===== config.mk =====
export PLATFORM = sky130hd
export DESIGN_NAME = inst_mem_arb
export DESIGN_NICKNAME = d
export VERILOG_FILES = /design/src/rtl/inst_mem_arb.sv
export SDC_FILE = /design/constraint.sdc
export NUM_CORES = 1
export LEC_CHECK = 0
export BUFFER_PORTS_ARGS = -buffer_cell sky130_fd_sc_hd__buf_4
export CAP_MARGIN = 20
export CORE_AREA = 8 8 93 95
export CTS_CLUSTER_DIAMETER = 50
export DETAILED_ROUTE_END_ITERATION = 10
export DIE_AREA = 0 0 101 103
export PLACE_DENSITY = 0.74
export SETUP_SLACK_MARGIN = 0.02
export SLEW_MARGIN = 40
export SYNTH_ARGS = -nofsm -noshare
export SYNTH_HDL_FRONTEND = slang
export SYNTH_SLANG_ARGS = --single-unit

===== constraint.sdc =====
create_clock -name clk -period 3.9 [get_ports clk]
set_input_delay 0.195 -clock clk [delete_from_list [all_inputs] [get_ports clk]]
set_output_delay 0.195 -clock clk [all_outputs]
set_load 0.05 [all_outputs]

===== src/rtl/inst_mem_arb.sv =====
// Instruction memory arbiter and boot sequencer: shares one synchronous-read memory port
// between the core fetch stage and the program loader, with a loader-only boot phase.
module inst_mem_arb #(
  parameter int unsigned    AW      = 10,
  parameter int unsigned    DW      = 32,
  parameter logic [DW-1:0]  NOP     = 32'h0000_0013,
  parameter bit             BOOT_EN = 1'b1
) (
  input  logic          clk,
  input  logic          rst_n,
  // fetch requester
  input  logic          if_req_i,
  input  logic [DW-1:0] if_addr_i,
  output logic          if_gnt_o,
  output logic          if_rvalid_o,
  output logic [DW-1:0] if_rdata_o,
  output logic          if_err_o,
  // loader requester
  input  logic          ld_req_i,
  input  logic          ld_we_i,
  input  logic [DW-1:0] ld_addr_i,
  input  logic [DW-1:0] ld_wdata_i,
  input  logic          ld_done_i,
  output logic          ld_gnt_o,
  output logic          ld_rvalid_o,
  output logic [DW-1:0] ld_rdata_o,
  // memory port
  output logic          mem_en_o,
  output logic          mem_we_o,
  output logic [AW-1:0] mem_addr_o,
  output logic [DW-1:0] mem_wdata_o,
  input  logic [DW-1:0] mem_rdata_i,
  // boot status
  output logic          cpu_hold_o,
  output logic [AW:0]   ld_cnt_o
);

  typedef enum logic {StBoot, StRun} state_e;

  state_e      state_q, state_d;
  logic        last_if_q, last_if_d;  // 1 = fetch was granted last, 0 = loader
  logic        rsp_valid_q, rsp_valid_d;
  logic        rsp_if_q, rsp_if_d;
  logic        rsp_err_q, rsp_err_d;
  logic        rsp_we_q, rsp_we_d;
  logic [AW:0] ld_cnt_q, ld_cnt_d;

  logic if_addr_err, ld_addr_err;

  assign if_addr_err = (|if_addr_i[1:0]) || (|if_addr_i[DW-1:AW+2]);
  assign ld_addr_err = (|ld_addr_i[1:0]) || (|ld_addr_i[DW-1:AW+2]);

  // Grant generation and memory port drive
  always_comb begin
    if_gnt_o    = 1'b0;
    ld_gnt_o    = 1'b0;
    mem_en_o    = 1'b0;
    mem_we_o    = 1'b0;
    mem_addr_o  = '0;
    mem_wdata_o = '0;

    if (state_q == StBoot) begin
      ld_gnt_o = ld_req_i;
    end else if (if_req_i && ld_req_i) begin
      if (last_if_q) ld_gnt_o = 1'b1;
      else           if_gnt_o = 1'b1;
    end else begin
      if_gnt_o = if_req_i;
      ld_gnt_o = ld_req_i;
    end

    if (if_gnt_o && !if_addr_err) begin
      mem_en_o   = 1'b1;
      mem_addr_o = if_addr_i[AW+1:2];
    end else if (ld_gnt_o && !ld_addr_err) begin
      mem_en_o   = 1'b1;
      mem_addr_o = ld_addr_i[AW+1:2];
      if (ld_we_i) begin
        mem_we_o    = 1'b1;
        mem_wdata_o = ld_wdata_i;
      end
    end
  end

  // Next-state: phase, round-robin pointer, response select, load counter
  always_comb begin
    state_d     = state_q;
    last_if_d   = last_if_q;
    ld_cnt_d    = ld_cnt_q;
    rsp_valid_d = if_gnt_o || ld_gnt_o;
    rsp_if_d    = if_gnt_o;
    rsp_err_d   = if_gnt_o ? if_addr_err : (ld_gnt_o && ld_addr_err);
    rsp_we_d    = ld_gnt_o && ld_we_i;

    if (if_gnt_o)      last_if_d = 1'b1;
    else if (ld_gnt_o) last_if_d = 1'b0;

    if (state_q == StBoot) begin
      if (ld_done_i) state_d = StRun;
      // Saturate at 2^AW: the top bit set means the counter is full.
      if (ld_gnt_o && ld_we_i && !ld_addr_err && !ld_cnt_q[AW]) begin
        ld_cnt_d = ld_cnt_q + 1'b1;
      end
    end
  end

  always_ff @(posedge clk or negedge rst_n) begin
    if (!rst_n) begin
      state_q     <= BOOT_EN ? StBoot : StRun;
      last_if_q   <= 1'b0;
      rsp_valid_q <= 1'b0;
      rsp_if_q    <= 1'b0;
      rsp_err_q   <= 1'b0;
      rsp_we_q    <= 1'b0;
      ld_cnt_q    <= '0;
    end else begin
      state_q     <= state_d;
      last_if_q   <= last_if_d;
      rsp_valid_q <= rsp_valid_d;
      rsp_if_q    <= rsp_if_d;
      rsp_err_q   <= rsp_err_d;
      rsp_we_q    <= rsp_we_d;
      ld_cnt_q    <= ld_cnt_d;
    end
  end

  // Response routing to the owner captured at grant
  always_comb begin
    if_rvalid_o = rsp_valid_q && rsp_if_q;
    ld_rvalid_o = rsp_valid_q && !rsp_if_q;
    if_err_o    = if_rvalid_o && rsp_err_q;
    if_rdata_o  = '0;
    ld_rdata_o  = '0;
    if (if_rvalid_o) begin
      if_rdata_o = rsp_err_q ? NOP : mem_rdata_i;
    end
    if (ld_rvalid_o && !rsp_err_q && !rsp_we_q) begin
      ld_rdata_o = mem_rdata_i;
    end
  end

  assign cpu_hold_o = (state_q == StBoot);
  assign ld_cnt_o   = ld_cnt_q;

endmodule

* After elaboration in Yosys (flattened, before gate mapping)
Cells that the tools add are included.
Word-level totals: bits in registers 17, output and inout port bits 125
Operators by class: $add $sub $neg 1, muxes and demuxes 24, bitwise logic cells 1, reduce and logical (&&, ||, !) cells 27
Operator list (count):
- 2-to-1 mux 32 bit | 6
- OR reduction 20 bit | 2
- 2-to-1 mux 10 bit | 2
- 2-to-1 mux 1 bit | 16
- logical AND 1 bit | 12
- adder 11 x 1 -> 11 bit, second input constant | 1
- logical NOT 1 bit | 6
- OR reduction 2 bit | 2
- logical OR 1 bit | 3
- AND reduction 2 bit | 1
- nonzero test 2 bit | 1
- inverter 1 bit | 1

* Longest topological paths before layout
depth after elaboration 7, mapped depth 6, depth with buffers taken out 5

* Worst setup path before layout
OpenSTA, ideal clock, no wires.
path type register to output, start point register state_q, end point output mem_addr_o[3], arrival time 2561 ps, data required time 3705 ps, path slack 1144 ps, stages on the path, launching flop included 7, buffers on the path 1, path through dfrtp_1 nand2_1 a21oi_1 and4_1 buf_2 nand2_1 o21ai_0
RTL lines:
- start: declaration | line 40 | state_e state_q, state_d;
- start signal: assignment | line 109 | state_q <= BOOT_EN ? StBoot : StRun;
- start signal: assignment | line 117 | state_q <= state_d;
- 2-to-1 mux 1 bit | line 62 | if (state_q == StBoot) begin
- via if_gnt_o | line 14 | output logic if_gnt_o,
- logical AND 1 bit | line 72 | if (if_gnt_o && !if_addr_err) begin
- 2-to-1 mux 10 bit | line 72
- end: declaration | line 30 | output logic [AW-1:0] mem_addr_o,
The timed path passes the listed nets, and every way through them passes these cells.

* Final worst setup path
start point register state_q, end point output mem_addr_o[9]
On the way: longest elaborated chain between the ends 4
Ends and longest elaborated chain:
- 2-to-1 mux 1 bit | line 62
- logical AND 1 bit | line 75 | end else if (ld_gnt_o && !ld_addr_err) begin
- 2-to-1 mux 10 bit | line 75
- 2-to-1 mux 10 bit * | line 72
Mark *: on every way between the ends. The rest lies on a longest branch, timed or not.

==> impl_metrics.yaml <==
finish:
  fin_nets: 604
  area_growth_pct: 126
  regArea_um2: 425
  multi_input_area_um2: 1170
  fillCellCount: 702
  antenna_cells: 0
  drive_above_1_share: 0.579
logic_synthesis:
  syn_avg_cell_area_um2: 7.76
  ys_ff_latch: 17
  synthFlopType: "dfrtp_1"
  synth-edff-count: 0
  synth_nets: 349
  yosysSeqAreaShare: 0.256
  synth-async-reset-ratio: 1.00
  syn_inst: 214
  syn_area_um2: 1660
  ys_warn_count: 0
  synth.distinct_cells: 31
global_route:
  grt_pass1_vias: 2618
  grt.overflow.total: 0
  grt_max_degree: 43
  antenna_found_initial: 0
  grt_pass1_wl_um: 14000
  grt_usage: 0.174
clocking:
  clock_latency_ns: 0.25
  clockBufferDepth: 2
  post_cts_buffers: 0
  cts_root_buf: "clkbuf_8"
  cts_tree: "done"
  htree_num_levels: 1
  numCtsBuffers: 3
  cts.clk_slew.worst_paths_ns: 0.06
  clkSinkCount: 17
route:
  vias_per_cell: 4.34
  vias: 2459
  routed_wirelength_um: 9740
  first_iter_violations: 64
  detail_route.wl_per_cell_um: 17.2
  firstDrtPassIters: 4
  antenna_violating_nets_post_route: 0
  drcViolationCount: 0
die:
  coreArea_um2: 7140
  die_area_um2: 10400
  ios: 259
  start_util: 0.233
  die_x_um: 101
  std_cell_rows: 31
  die_y_um: 103
sta:
  fin_crit_ns: 2.50
  drv_slew: 0
  slew_headroom: 0.664
  period_share: 0.642
  tns_ns: 0
  worst_pin_slew_ns: 0.499
  clock_skew_ns: 0.00550
  hold_viol: 0
  fin_ws_ns: 1.40
  timing.fmax_ghz: 0.400
  rsz0062_at_grt: "no"
  setup_viol: 0
place:
  place_congestion: 0.870
  portBuffers: 258
  dp.final_hpwl_um: 8810
  pre_cts_ws_ns: 1.66
critical_path:
  crit_chain: "nand2_1, a21oi_1, nand4_1, a32o_1, buf_4"
  required_ns: 3.70
  cp_top_family: "compound AO/OA/AOI/OAI gates"
  max_stage_delay_ns: 0.48
  cpMaxStageDelayCell: "dfrtp_1"
  arrival_ns: 2.31
  crit_path_end_kind: "output port"
  critPathKind: "reg2out"
  crit_fanout: 11
  path_buf_inv: 1
  start_kind: "flop"
min_path:
  holdCritPathClass: "in2reg"
pwr:
  total_power_uw: 612
  comb_power_share: 0.489
  powerDensity_nw_per_um2: 163
  ir_drop_mv: 0.0905
  p_sw_uw: 224
  pwr-share-seq: 0.301
  sw_frac_of_total: 0.366
  clock_power_share: 0.211
  cell_internal_pwr_uw: 388
  leakage_uw: 0.00209
outcome:
  status: "complete, no violations"
flow_run:
  maxCapViolations: 0
==> worst paths after layout <==
kind / from / to / slack (ns) / cells after the start
min in group asynchronous: rst_n / ld_cnt_o[9] / 0.34 / 2
max in group asynchronous: rst_n / state_q / 3.36 / 2
worst min register to register: ld_cnt_o[8] / ld_cnt_o[8] / 0.50 / 1
worst max register to register: state_q / ld_cnt_o[7] / 2.14 / 6
worst min-delay path: ld_done_i / state_q / 0.14 / 2
worst max-delay path: state_q / mem_addr_o[9] / 1.40 / 5
==> repair_timing <==
item	4_1_cts	5_1_grt
gates resized for setup	0	0
endpoints found under the hold margin	17	0
hold buffers	1	0
==> layout make-up <==
class                           count  share of cell area
Multi-Input combinational cell    182               0.313
Clock inverter                      1             0.00133
Tap cell                           99              0.0330
Timing Repair Buffer              262               0.525
Sequential cell                    17               0.113
Clock buffer                        3              0.0110
Inverter                            3             0.00300
==> worst register-to-register path, stage by stage (launching register included) <==
cell     delay, ns
dfrtp_1       0.46
nand2_1       0.17
nor2_1        0.10
nor4_4        0.26
buf_4         0.33
nand3_1       0.17
xnor2_1       0.16
==> metal layers <==
layer  GRT usage  wire, um  up-vias
met5           0         0        -
met4      0.0538       175        0
met3      0.0864      1390       12
met2       0.329      4850      155
met1       0.159      3330     1070
li1            -         -     1222
==> power groups by stage <==
stage                     clock network (uW)  logic (uW)  registers (uW)
after floorplan                            0         137             186
after global placement                     0         299             187
after detailed placement                   0         301             188
after CTS                                136         302             184
after global routing                     145         316             185
final                                    129         299             184
==> layout by cell type (no fill, tap or decap), drive strengths merged, types with 2 or more instances in the layout <==
cell / count
a21oi: 2
nand3: 4
buf: 261
and3: 3
nor2b: 2
xnor2: 8
dfrtp: 17
and4: 2
nor2: 15
and2: 94
or2: 2
nor4: 12
clkbuf: 3
a32o: 7
o21ai: 4
nand2: 12
inv: 3
nand4: 6
==> Yosys cell counts (2+ instances only) <==
cell / instances / area, um^2
o21ai_0: 4 / 20.0
nor2b_1: 2 / 12.5
clkbuf_1: 9 / 33.8
nand3_1: 4 / 20.0
a32o_1: 7 / 70.1
nand2_1: 12 / 45.0
and2_1: 94 / 588
inv_1: 3 / 11.3
buf_2: 2 / 10.0
a21oi_1: 2 / 10.0
nand4_1: 6 / 37.5
and4_1: 2 / 17.5
nor2_1: 14 / 52.6
dfrtp_1: 17 / 425
xnor2_1: 8 / 70.1
nor4_4: 2 / 42.5
and3_1: 3 / 18.8
nor4_1: 10 / 62.6
==> sequential cells by signal (all words and copies together), names as in the netlist <==
signal / flops
rsp_err_q: 1
rsp_we_q: 1
rsp_if_q: 1
ld_cnt_o: 11
last_if_q: 1
state_q: 1
rsp_valid_q: 1
==> cells by family (layout without fill, tap and decap cells) <==
kind of cell / Yosys count / after routing / share of synthesized area
XOR/XNOR: 9 / 9 / 0.0475
AND/OR/NAND/NOR: 156 / 156 / 0.570
AO/OA/AOI/OAI: 14 / 14 / 0.0663
multiplexers: 2 / 2 / 0.0128
adder cells (fa/ha/maj): 1 / 1 / 0.00753
buffers and inverters: 15 / 269 / 0.0399
flip-flops: 17 / 17 / 0.256
==> per-stage QoR <==
stage / util / hold WS [ns] / instance area (um^2) / cells
after detailed placement: 0.518 / 0.0738 / 3690 / 562
final: 0.525 / 0.138 / 3750 / 567
after CTS: 0.525 / 0.128 / 3750 / 567
after global routing: 0.525 / 0.131 / 3750 / 567
after global placement: 0.518 / 0.0716 / 3690 / 562
after floorplan: - / -0.101 / 1660 / 214
No activity file was read; power rests on OpenSTA's default activity.
